--- src/rtl/ascon_pkg.sv ---
// ---------------------------------------------------------------------------
// ascon_pkg
// Shared Ascon definitions:
//   ascon_state_t : 320-bit state as five 64-bit words, word 0 = x0
//   SBOX / INV_SBOX : forward and inverse 5-bit S-box tables
//   col_pack / col_unpack : move a bit-column {x0[j],..,x4[j]} (x0 = MSB)
//                           out of / into a state
// ---------------------------------------------------------------------------
package ascon_pkg;

   localparam int NUM_WORDS  = 5;
   localparam int WORD_WIDTH = 64;

   typedef logic [NUM_WORDS-1:0][WORD_WIDTH-1:0] ascon_state_t;

   localparam logic [4:0] SBOX [0:31] = '{
      5'h04, 5'h0b, 5'h1f, 5'h14, 5'h1a, 5'h15, 5'h09, 5'h02,
      5'h1b, 5'h05, 5'h08, 5'h12, 5'h1d, 5'h03, 5'h06, 5'h1c,
      5'h1e, 5'h13, 5'h07, 5'h0e, 5'h00, 5'h0d, 5'h11, 5'h18,
      5'h10, 5'h0c, 5'h01, 5'h19, 5'h16, 5'h0a, 5'h0f, 5'h17
   };

   localparam logic [4:0] INV_SBOX [0:31] = '{
      5'h14, 5'h1a, 5'h07, 5'h0d, 5'h00, 5'h09, 5'h0e, 5'h12,
      5'h0a, 5'h06, 5'h1d, 5'h01, 5'h19, 5'h15, 5'h13, 5'h1e,
      5'h18, 5'h16, 5'h0b, 5'h11, 5'h03, 5'h05, 5'h1c, 5'h1f,
      5'h17, 5'h1b, 5'h04, 5'h08, 5'h0f, 5'h0c, 5'h10, 5'h02
   };

   function automatic logic [4:0] col_pack(input ascon_state_t s, input logic [5:0] j);
      return {s[0][j], s[1][j], s[2][j], s[3][j], s[4][j]};
   endfunction

   function automatic ascon_state_t col_unpack(input ascon_state_t s, input logic [5:0] j,
                                               input logic [4:0] c);
      ascon_state_t r;
      r       = s;
      r[0][j] = c[4];
      r[1][j] = c[3];
      r[2][j] = c[2];
      r[3][j] = c[1];
      r[4][j] = c[0];
      return r;
   endfunction

endpackage

--- src/rtl/ascon_inv_sbox5.sv ---
// ---------------------------------------------------------------------------
// ascon_inv_sbox5
// Combinational 5-bit inverse Ascon S-box lookup.
//   col_i : input column {x0,x1,x2,x3,x4}
//   col_o : INV_SBOX[col_i], same bit order
// ---------------------------------------------------------------------------
module ascon_inv_sbox5
   import ascon_pkg::*;
(
   input  logic [4:0] col_i,
   output logic [4:0] col_o
);

   assign col_o = INV_SBOX[col_i];

endmodule

--- src/rtl/ascon_inv_substitution_serial.sv ---
// ---------------------------------------------------------------------------
// ascon_inv_substitution_serial
// Column-serial inverse Ascon substitution layer over the 320-bit state,
// COLS_PER_CYCLE columns per clock, valid/ready on both sides.
//   clk_i, rst_i      : clock, synchronous active-high reset
//   state_i/valid_i/ready_o : input state handshake
//   state_o/valid_o/ready_i : result handshake; state_o stable while valid_o
//   err_o             : sticky forward-S-box cross-check mismatch, present only
//                       when ASCON_INV_SBOX_SELFCHECK_EN is defined
// ---------------------------------------------------------------------------
module ascon_inv_substitution_serial
   import ascon_pkg::*;
#(
   parameter int COLS_PER_CYCLE = 8
) (
   input  logic         clk_i,
   input  logic         rst_i,
   input  ascon_state_t state_i,
   input  logic         valid_i,
   output logic         ready_o,
   output ascon_state_t state_o,
   output logic         valid_o,
`ifdef ASCON_INV_SBOX_SELFCHECK_EN
   output logic         err_o,
`endif
   input  logic         ready_i
);

   localparam int GROUPS = WORD_WIDTH / COLS_PER_CYCLE;
   localparam int CNT_W  = (GROUPS > 1) ? $clog2(GROUPS) : 1;

   typedef enum logic [1:0] {IDLE, BUSY, DONE} fsm_t;

   fsm_t              state_q, state_d;
   logic [CNT_W-1:0]  col_cnt_q, col_cnt_d;
   ascon_state_t      work_q, work_d;
   logic [5:0]        base;
   logic [4:0]        in_col  [COLS_PER_CYCLE];
   logic [4:0]        out_col [COLS_PER_CYCLE];

   // First column of the group handled this cycle.
   assign base = 6'(int'(col_cnt_q) * COLS_PER_CYCLE);

   for (genvar g = 0; g < COLS_PER_CYCLE; g++) begin : g_lut
      assign in_col[g] = col_pack(work_q, base + 6'(g));
      ascon_inv_sbox5 u_inv (
         .col_i (in_col[g]),
         .col_o (out_col[g])
      );
   end

   // NOTE: every output of this block is given a default first, so no path
   // leaves a variable unassigned and no latch is inferred.
   always_comb begin
      state_d   = state_q;
      col_cnt_d = col_cnt_q;
      work_d    = work_q;
      ready_o   = 1'b0;
      valid_o   = 1'b0;
      unique case (state_q)
         IDLE: begin
            ready_o = 1'b1;
            if (valid_i) begin
               work_d    = state_i;
               col_cnt_d = '0;
               state_d   = BUSY;
            end
         end
         BUSY: begin
            for (int g = 0; g < COLS_PER_CYCLE; g++) begin
               work_d = col_unpack(work_d, base + 6'(g), out_col[g]);
            end
            if (col_cnt_q == CNT_W'(GROUPS - 1)) begin
               col_cnt_d = '0;
               state_d   = DONE;
            end else begin
               col_cnt_d = col_cnt_q + 1'b1;
            end
         end
         DONE: begin
            valid_o = 1'b1;
            if (ready_i) state_d = IDLE;
         end
         default: state_d = IDLE;
      endcase
   end

   // NOTE: sequential state uses non-blocking assignments so every register
   // samples the pre-edge value of every other register.
   always_ff @(posedge clk_i) begin
      if (rst_i) begin
         state_q   <= IDLE;
         col_cnt_q <= '0;
         // NOTE: the data register is reset too, because state_o must read
         // zero after reset and partial results must not leak out.
         work_q    <= '0;
      end else begin
         state_q   <= state_d;
         col_cnt_q <= col_cnt_d;
         work_q    <= work_d;
      end
   end

   assign state_o = work_q;

`ifdef ASCON_INV_SBOX_SELFCHECK_EN
   // Re-apply the forward S-box to each freshly inverted column; it must
   // reproduce the column that went in.
   logic mismatch;
   logic err_q;

   always_comb begin
      mismatch = 1'b0;
      if (state_q == BUSY) begin
         for (int g = 0; g < COLS_PER_CYCLE; g++) begin
            if (SBOX[out_col[g]] != in_col[g]) mismatch = 1'b1;
         end
      end
   end

   always_ff @(posedge clk_i) begin
      if (rst_i) err_q <= 1'b0;
      else       err_q <= err_q | mismatch;
   end

   assign err_o = err_q;
`endif

endmodule

--- config.mk ---
export PLATFORM = sky130hd
export DESIGN_NAME = ascon_inv_substitution_serial
export DESIGN_NICKNAME = d
export VERILOG_FILES = /design/src/rtl/ascon_pkg.sv /design/src/rtl/ascon_inv_sbox5.sv /design/src/rtl/ascon_inv_substitution_serial.sv
export SDC_FILE = /design/constraint.sdc
export NUM_CORES = 1
export LEC_CHECK = 0
export ABC_AREA = 1
export BUFFER_PORTS_ARGS = -buffer_cell sky130_fd_sc_hd__buf_4
export CAP_MARGIN = 10
export CORE_AREA = 2 2 253 255
export DETAILED_ROUTE_END_ITERATION = 16
export DIE_AREA = 0 0 255 257
export PLACE_DENSITY = 0.52
export SYNTH_ARGS = -nofsm -noshare
export SYNTH_HDL_FRONTEND = slang
export SYNTH_SLANG_ARGS = --single-unit
--- constraint.sdc ---
create_clock -name clk_i -period 4.89 [get_ports clk_i]
set_input_delay 1.2225 -clock clk_i [delete_from_list [all_inputs] [get_ports clk_i]]
set_output_delay 1.2225 -clock clk_i [all_outputs]
set_load 0.02 [all_outputs]
Yosys cells after proc, flatten, opt, wreduce, memory -nomap -nowiden
Memory sizes are Yosys's and may differ from the RTL's.
Cells that the tools add are included.
{"block": "word_totals", "ff_bits": 325, "mem_bits_ro": 1280, "inputBits": 324, "output_inout_bits": 322, "wordCells": 236, "mem_count": 8}
{"memory": "(no name shown)", "words": 32, "width": 5, "rd": 1, "rd_ports_with_merged_regs": 0, "wr": 0, "line_no": "ascon_inv_sbox5.sv:14", "text": "assign col_o = INV_SBOX[col_i];"}
{"memory": "(no name shown)", "words": 32, "width": 5, "rd": 1, "rd_ports_with_merged_regs": 0, "wr": 0, "line_no": "ascon_inv_sbox5.sv:14"}
{"memory": "(no name shown)", "words": 32, "width": 5, "rd": 1, "rd_ports_with_merged_regs": 0, "wr": 0, "line_no": "ascon_inv_sbox5.sv:14"}
{"memory": "(no name shown)", "words": 32, "width": 5, "rd": 1, "rd_ports_with_merged_regs": 0, "wr": 0, "line_no": "ascon_inv_sbox5.sv:14"}
{"memory": "(no name shown)", "words": 32, "width": 5, "rd": 1, "rd_ports_with_merged_regs": 0, "wr": 0, "line_no": "ascon_inv_sbox5.sv:14"}
{"memory": "(no name shown)", "words": 32, "width": 5, "rd": 1, "rd_ports_with_merged_regs": 0, "wr": 0, "line_no": "ascon_inv_sbox5.sv:14"}
{"memory": "+2 memories"}
{"block": "classes", "n_addsub": 8, "n_lt_le_gt_ge": 24, "eq_ne": 6, "muxes": 163, "bitwise": 8, "n_reduce_logical": 12}
{"cell": "64-bit bitwise mux", "count": 40}
{"cell": "320-bit one-hot mux with 2 select lines", "count": 1}
{"cell": "320-bit two-way mux", "count": 1}
{"cell": "1-bit binary-select mux with 6-bit select", "count": 35}
{"cell": "5-bit two-way mux", "count": 16}
{"cell": "6-bit by 7-bit less-than comparator with 1-bit output (second input constant)", "count": 8}
{"cell": "1-bit two-way mux", "count": 50}
{"cell": "6-bit by 1-bit greater-or-equal comparator with 1-bit output (second input constant)", "count": 8}
{"cell": "6-bit greater-or-equal comparator (second input constant)", "count": 8}
{"cell": "5-bit inverter with 6-bit output", "count": 8}
{"cell": "1-bit demux with 6-bit select", "count": 7}
{"cell": "6-bit by 3-bit adder with 6-bit output (second input constant)", "count": 4}
{"cell": "1-bit binary-select mux with 3-bit select", "count": 5}
{"cell": "6-bit by 2-bit adder with 6-bit output (second input constant)", "count": 2}
{"cell": "1-bit logical AND", "count": 8}
{"cell": "6-bit by 1-bit adder with 6-bit output (second input constant)", "count": 1}
{"cell": "2-bit two-way mux", "count": 3}
{"cell": "3-bit two-way mux", "count": 2}
{"cell": "2-bit inequality test (second input constant)", "count": 3}
{"cell": "2-bit one-hot mux with 3 select lines", "count": 1}
{"cell": "3-bit one-hot mux with 2 select lines", "count": 1}
{"cell": "3-bit by 1-bit adder with 3-bit output (second input constant)", "count": 1}
{"cell": "1-bit demux with 3-bit select", "count": 1}
{"cell": "3-bit == test (second input constant)", "count": 1}
{"cell": "6 further kinds", "count": 6}

Longest topological paths before layout
Gate-level depths: netlist of run 1.
{"block": "depth", "ltp_word": 15, "ltp_mapped": 19, "ltp_nobuf": 17}

Cells and area by module
A second synthesis of run 1 with hierarchy kept.
{"block": "unflattened", "cells_unflattened": 4152, "area_unflattened_um2": 22992.1}
{"mod": "ascon_inv_substitution_serial", "n_inst": 1, "cells_each": 3580, "area_per_inst_um2": 19860.3, "seq_area_each_um2": 6506.2}
{"mod": "ascon_inv_sbox5 at g_lut[0].u_inv ...", "n_inst": 4, "cells_each": 72, "area_per_inst_um2": 387.9, "seq_area_each_um2": 0.0}
{"mod": "ascon_inv_sbox5 at g_lut[2].u_inv ...", "n_inst": 2, "cells_each": 71, "area_per_inst_um2": 392.9, "seq_area_each_um2": 0.0}
{"mod": "ascon_inv_sbox5 at g_lut[1].u_inv", "n_inst": 1, "cells_each": 70, "area_per_inst_um2": 401.6, "seq_area_each_um2": 0.0}
{"mod": "ascon_inv_sbox5 at g_lut[6].u_inv", "n_inst": 1, "cells_each": 72, "area_per_inst_um2": 392.9, "seq_area_each_um2": 0.0}

Least setup slack after synthesis of run 1
No wires, ideal clock.
{"block": "synth_path", "path_type": "in2reg", "startpoint": "in valid_i", "endpoint": "reg work_q, in the netlist state_o[200]", "setup_time_ps": 115, "arrival_time_ps": 2311, "t_required_ps": 4775, "slack_ps": 2465, "path_stages": 7, "n_path_buf": 2, "path_cell_list": "nand2_1 > inv_1 > buf_2 > nor2_2 > clkbuf_1 > o21ai_0 > o21a_1"}
{"block": "synth_via", "elab_chain_len": 2}
{"item": "start, declared", "line_no": "ascon_inv_substitution_serial.sv:19", "text": "input logic valid_i,"}
{"item": "2-bit inequality test (no source line)"}
{"item": "2-bit AND reduction (no source line)"}
{"item": "end signal, assigned", "line_no": "ascon_inv_substitution_serial.sv:100", "text": "work_q <= work_d;"}
{"item": "end, declared", "line_no": "ascon_inv_substitution_serial.sv:36", "text": "ascon_state_t work_q, work_d;"}
Every way passes these cells.
A chain may end at the register's enable or synchronous reset.

Worst setup path in the final report of run 1
{"block": "layout_path", "startpoint": "reg col_cnt_q[1]", "endpoint": "reg work_q, in the netlist state_o[145]"}
{"block": "layout_via", "elab_chain_len": 15, "elab_cells_between_ends": 163, "cone_classes": "7 x add/sub; 14 x order compare; 119 x mux; 8 x bitwise; 7 x reduce/logical; 8 x memory"}
{"item": "start, declared", "line_no": "ascon_inv_substitution_serial.sv:35", "text": "logic [CNT_W-1:0] col_cnt_q, col_cnt_d;"}
{"item": "start signal, assigned", "line_no": "ascon_inv_substitution_serial.sv:99", "text": "col_cnt_q <= col_cnt_d;"}
{"item": "6-bit by 1-bit adder with 6-bit output / 1-bit binary-select mux with 3-bit select (equally long branches)", "line_no": "ascon_inv_substitution_serial.sv:45, ascon_inv_substitution_serial.sv:71, ascon_pkg.sv:31"}
{"item": "1-bit binary-select mux with 6-bit select / 1-bit two-way mux (equally long branches)", "line_no": "ascon_pkg.sv:31", "text": "return {s[0][j], s[1][j], s[2][j], s[3][j], s[4][j]};"}
{"item": "1-bit two-way mux (implied by the code) / 5-bit inverter with 6-bit output (equally long branches)", "line_no": "ascon_pkg.sv:31, ascon_inv_sbox5.sv:14"}
{"item": "5-bit inverter with 6-bit output (implied by the code) / memory read 32 x 5 bit (equally long branches)"}
{"item": "memory read 32 x 5 bit / 5-bit two-way mux (equally long branches)"}
{"item": "5-bit two-way mux (implied by the code)", "line_no": "ascon_inv_sbox5.sv:14"}
{"item": "5-bit two-way mux (implied by the code) / 64-bit bitwise mux (equally long branches)", "line_no": "ascon_inv_sbox5.sv:14, ascon_pkg.sv:40"}
{"item": "64-bit bitwise mux (6 in series)", "line_no": "ascon_pkg.sv:40", "text": "r[2][j] = c[2];"}
{"item": "64-bit bitwise mux (*)", "line_no": "ascon_pkg.sv:40"}
{"item": "320-bit one-hot mux with 2 select lines (*)", "line_no": "ascon_inv_substitution_serial.sv:60", "text": "unique case (state_q)"}
Mark *: on every way between the ends. The rest lies on a longest branch, timed or not. The select of a mux whose other input is x is not followed.

==> metrics.cfg, run 1 <==
[setup_path]
worst_path_most_repeated_cell=nand2_1
crit_type=flop to flop
critPathSlowestCell=clkinv_2
crit_arrival_ns=4.05
worst_setup_path_start_kind=flop
crit_family=buffers and inverters
reg2reg_depth=14
cp_max_fo=31
path_cells=clkinv_2 > buf_4 > nand2_1 > nand2_1 > nand2_1 > nand2_1 > inv_1 > ha_1 > inv_1 > nand2_1 > nand3_1 > nand3_2 > nand3_1 > a21oi_1
path_buf_inv=4
cp-end-kind=flop
cp.required_ns=5.33
cp.depth=14
max_stage_delay_ns=0.61

[finish]
synthToLayoutAreaGrowth_pct=32.8
utilization_pct=42.7
fin_nets=3994
instances_no_fill=4503
layout-drive-gt1-share_pct=25.2

[floorplan]
die_area_mm2=0.0655
start_util_pct=32.2
core_area_mm2=0.0627
io_pins=646
die_w_um=255
num_rows=92
die_y_um=257

[grt]
first_global_vias=24500
grt_pass1_wl_um=173000
grt-ovfl-total=0
grt_max_degree=166
antenna_found_initial=2
grt.total_usage_pct=35.7

[route]
vias=25700
drtPass1Iterations=6
finalWirelength_um=122000
dr.first_iter.drc_count=2795
wl_per_cell_um=27.1
antenna_left=0
drc_errors=0
vias_per_cell=5.71

[pwr]
seqPwrFrac_pct=28.8
ir_worst_vdd_mv=0.229
p_sw_uw=5160
swShare_pct=45.4
powerDensity_mw_per_mm2=424
p_leak_uw=0.0120
p_int_uw=6200
combPwrFrac_pct=42.8
pwr-share-clk_pct=28.4

[sta]
worst_slew_pin_slew_ns=1.20
max_slew_margin_pct=20.2
min_period_ns=3.61
hold_viol=0
setup_viol=0
fmax_mhz=277
period_share_pct=73.8
fin_worst_skew_ns=0.0227
slew_viol_final=0
setup_tns_ns=0
rsz0062_at_grt=false

[yosys]
synth_cell_types=43
netlist_area_mm2=0.0202
synth-edff-count=0
ys_async_sr_fraction_pct=0
synth_seq_cells=325
syn_inst=3119
seq_area_frac_synth_pct=32.3
syn-num-nets=3488
ys.flop_type=dfxtp_1
yosysWarnings=0
postSynthAreaPerCell_um2=6.47

[clock_tree]
clock_path_buffers=3
clkSinkCount=325
numCtsBuffers=42
clk_latency_ns=0.58
cts.reportedPaths.clkPinSlew_ns=0.06
root_buffer=clkbuf_16
cts_resized=0
htree_levels=2
cts_setup_buffers=0
postCtsHoldBufs=0
cts_tree=done

[min_path]
min_path_cells=2
hp-class=flop to flop

[place]
dp_cells=4427
hpwl_um=84100
buffer_ports.inserted=645
gp_congestion=0.898

[run_status]
status=finished clean

[flow_run]
maxCapViolations=0

==> through the flow <==
| step | setup slack (ns) | cell area, µm² | total power (µW) | hold WS (ns) |
|---|---|---|---|---|
| 5_1_grt | 1.16 | 26800 | 11800 | 0.578 |
| 3_5_place_dp | 1.37 | 25400 | 8080 | 0.547 |
| 6_report | 1.28 | 26800 | 11400 | 0.554 |
| 2_1_floorplan | 2.46 | 20200 | 5920 | 0.597 |
| 4_1_cts | 1.34 | 26800 | 11300 | 0.551 |
| 3_3_place_gp | 1.45 | 25400 | 8110 | 0.541 |
==> placed cells by master, fill, tap and decap left out, types with 6 or more instances in the layout <==
cell type,netlist,routed
buf_4,8,689
a21oi_1,546,546
inv_2,26,34
nand3_2,45,45
nand3_1,382,382
nand2_2,38,38
inv_1,71,60
dfxtp_1,325,322
clkbuf_16,0,43
clkbuf_8,0,12
clkinv_2,3,12
a22oi_1,66,66
inv_4,5,6
nor2_4,4,13
o21ai_0,258,258
o21ai_1,75,75
a21boi_0,8,8
nand4_1,15,15
nand2_1,781,781
ha_1,45,45
nor2_1,152,148
nand2_4,6,6
==> worst min-delay path, stage by stage, from the launching register on <==
cell     delay [ns]
dfxtp_1        0.33
o21ai_1        0.13
a21oi_1        0.05
==> worst paths after layout <==
| check | from | to | slack [ns] |
|---|---|---|---|
| min reg2reg | state_o[246] | state_o[246] | 0.55 |
| min | state_o[246] | state_o[246] | 0.55 |
| max | col_cnt_q[1] | state_o[145] | 1.28 |
| max reg2reg | col_cnt_q[1] | state_o[145] | 1.28 |
==> power by group through the flow <==
stage	clock, µW	sequential [µW]	combinational (µW)
finish	3220	3270	4860
global placement	0	3330	4790
detailed placement	0	3310	4770
global route	3350	3300	5150
CTS	3240	3260	4780
floorplan	0	3540	2390
==> cell families (layout without fill, tap and decap cells) <==
logic type	count (synthesis)	count (layout)	share of synthesized area (%)
other	0	3	0
adder cells (fa/ha/maj)	45	45	2.79
AND/OR/NAND/NOR	1441	1441	31.9
flip-flops	325	325	32.3
AO/OA/AOI/OAI	968	968	25.2
buffers and inverters	340	875	7.86
==> metal layers <==
| layer | global-route usage, % | wire length, µm | up-vias | share of wire [%] |
|---|---|---|---|---|
| met3 | 5.28 | 10200 | 244 | 8.3 |
| met1 | 48.3 | 51100 | 12300 | 42 |
| met4 | 14.0 | 4990 | 0 | 4.1 |
| met5 | 0 | 0 | - | 0 |
| li1 | - | - | 11700 | - |
| met2 | 57.0 | 55800 | 1461 | 46 |
==> cell usage after synthesis, types with 15 or more instances <==
master	instances	area, µm²
nand3_1	382	1910
buf_1	30	113
a22oi_1	66	495
clkbuf_1	120	450
buf_2	46	230
ha_1	45	563
buf_6	23	259
nor2_1	152	571
o21ai_0	258	1290
nand2_1	781	2930
inv_1	71	267
a21oi_1	546	2730
o21ai_1	75	375
dfxtp_1	325	6510
inv_2	26	97.6
nand4_1	15	93.8
nand2_2	38	238
nand3_2	45	450
==> cell type report <==
class,count,area (µm²)
fill,6844,35900
multi-input combinational,2454,12100
sequential,325,6520
timing repair buffer,692,5230
clock buffer,60,1260
tap,846,1060
inverter,110,453
clock inverter,13,124
antenna,3,7.51
==> flip-flops by register name (all words and copies together), names as in the netlist <==
signal     flops
state_o      320
col_cnt_q      3
state_q        2
Note: power is estimated with default switching activity, not from simulation.
==> run 2, diff against run 1 <==
--- a/config.mk
+++ b/config.mk
@@ -8,10 +8,10 @@
 export ABC_AREA = 1
 export BUFFER_PORTS_ARGS = -buffer_cell sky130_fd_sc_hd__buf_4
 export CAP_MARGIN = 10
-export CORE_AREA = 2 2 253 255
+export CORE_AREA = 2 2 251 253
 export DETAILED_ROUTE_END_ITERATION = 16
-export DIE_AREA = 0 0 255 257
-export PLACE_DENSITY = 0.52
+export DIE_AREA = 0 0 253 255
+export PLACE_DENSITY = 0.54
 export SYNTH_ARGS = -nofsm -noshare
 export SYNTH_HDL_FRONTEND = slang
 export SYNTH_SLANG_ARGS = --single-unit
==> constraint.sdc (replaced) <==
create_clock -name clk_i -period 3.1 [get_ports clk_i]
set_input_delay 0.775 -clock clk_i [delete_from_list [all_inputs] [get_ports clk_i]]
set_output_delay 0.775 -clock clk_i [all_outputs]
set_load 0.02 [all_outputs]
==> metrics.cfg, run 2 (synthesized netlist as in run 1, its figures left out) <==
[sta]
setup_tns_ns=0
fmax_mhz=349
slew_viol_final=0
setup_viol=0
min_period_ns=2.87
rsz0062_at_grt=false
hold_viol=0
period_share_pct=92.5
fin_worst_skew_ns=0.0220
worst_slew_pin_slew_ns=0.940
max_slew_margin_pct=37.4

[route]
dr.first_iter.drc_count=2961
vias=26100
wl_met3_um=11500
drtPass1Iterations=6
wl_per_cell_um=26.9
wl_met2_um=54900
vias_per_cell=5.79
finalWirelength_um=121000
drc_errors=0
met1_length_um=48100
top_layer=met4
antenna_left=0

[setup_path]
crit_family=simple AND/OR/NAND/NOR gates
crit_arrival_ns=3.36
max_stage_delay_ns=0.45
path_cells=buf_4 > nand2_1 > nand2_1 > nand2_1 > nand2_1 > inv_1 > ha_1 > nand2_1 > nand3_1 > nand2_1 > nand2_2 > nand3_1 > a21oi_1
cp-end-kind=flop
crit_type=flop to flop
critPathSlowestCell=dfxtp_4
worst_setup_path_start_kind=flop
path_buf_inv=2
cp.required_ns=3.60
worst_path_most_repeated_cell=nand2_1
cp_max_fo=28

[floorplan]
num_rows=92
core_area_mm2=0.0622
io_pins=646
start_util_pct=32.5
die_w_um=253
die_area_mm2=0.0645
die_y_um=255

[finish]
fill_cells=6766
largest_register_ffs=320
final_common_cell=nand2_1
synthToLayoutAreaGrowth_pct=34.8
final_area_mm2=0.0272
instances_no_fill=4500
fin_nets=4039
utilization_pct=43.8
most-common-layout-cells=nand2_1 (780), buf_4 (719), a21oi_1 (546)
layout-drive-gt1-share_pct=25.9

[pwr]
ir_worst_vdd_mv=0.324
p_leak_uw=0.0123
powerDensity_mw_per_mm2=655
power_uw=17800

[grt]
first_global_vias=24600
antenna_found_initial=6
grt_max_degree=106
grt.total_usage_pct=35.9
grt_pass1_wl_um=171000
grt-ovfl-total=0

[clock_tree]
clkSinkCount=325
numCtsBuffers=41
htree_levels=2
cts.reportedPaths.clkPinSlew_ns=0.06
cts_tree=done
clk_latency_ns=0.58
postCtsHoldBufs=0
clock_path_buffers=3
root_buffer=clkbuf_16

[flow_run]
maxCapViolations=0

[place]
gp_congestion=0.917
buffer_ports.inserted=645
place_area_mm2=0.0259
dp_cells=4424
hpwl_um=86800

[min_path]
hp-class=primary input to flop

[run_status]
status=finished clean

## run 2: cell types whose count changed in the layout (fill, tap and decap cells not counted), moves of 2 or more
cell,before,now
clkinvlp_4,0,2
buf_12,3,19
clkbuf_1,5,10
clkinv_2,12,9
clkbuf_8,12,8
buf_4,689,719
inv_6,3,1
clkbuf_16,43,41
## run 2: tightest hold or removal path: cells and delay by family
family                 cells  cell delay, ns
buffers and inverters      1            0.08
AO/OA/AOI/OAI              2            0.17
## run 2: layout make-up
type                    instances  area [µm²]  area share [%]
diodes                          4        10.0          0.0368
clock inverters                11         118           0.432
multi-input cells            2454       12200            44.7
well taps                     799        1000            3.68
inverters                     110         455            1.67
clock buffers                  59        1170            4.31
repair buffers                738        5780            21.2
flip-flops and latches        325        6520            24.0
## run 2: stage by stage
stage | worst slack, ns | hold slack, ns
after floorplan | 0.739 | 0.597
after global placement | 0.273 | 0.542
after detailed placement | 0.258 | 0.545
after CTS | 0.220 | 0.472
after global routing | 0.0294 | 0.487
final | 0.232 | 0.489
## run 2: what timing repair did
action / CTS / global route
setup buffers: 0 / 2
resized for setup: 0 / 3
setup endpoints to repair: 0 / 5
## run 2: path summary, 6_finish.rpt
path / startpoint / to / slack (ns) / cells past startpoint
worst min register to register: state_o[70] / state_o[70] / 0.56 / 2
worst min-delay path: state_i[10] / state_o[10] / 0.49 / 3
worst max register to register: col_cnt_q[1] / state_o[113] / 0.23 / 13
worst max-delay path: col_cnt_q[1] / state_o[113] / 0.23 / 13
## run 2: power breakdown
group	internal, µW	switching [µW]	leakage, µW
Sequential	4650	534	0.00269
Combinational	2320	5460	0.00897
Clock	2790	2060	0.000631
## run 2: layer usage
layer	up-vias	GRT usage [%]
met3	312	6.46
met1	12300	46.6
met2	1660	57.2
met4	0	18.1
li1	11800	-
met5	-	0
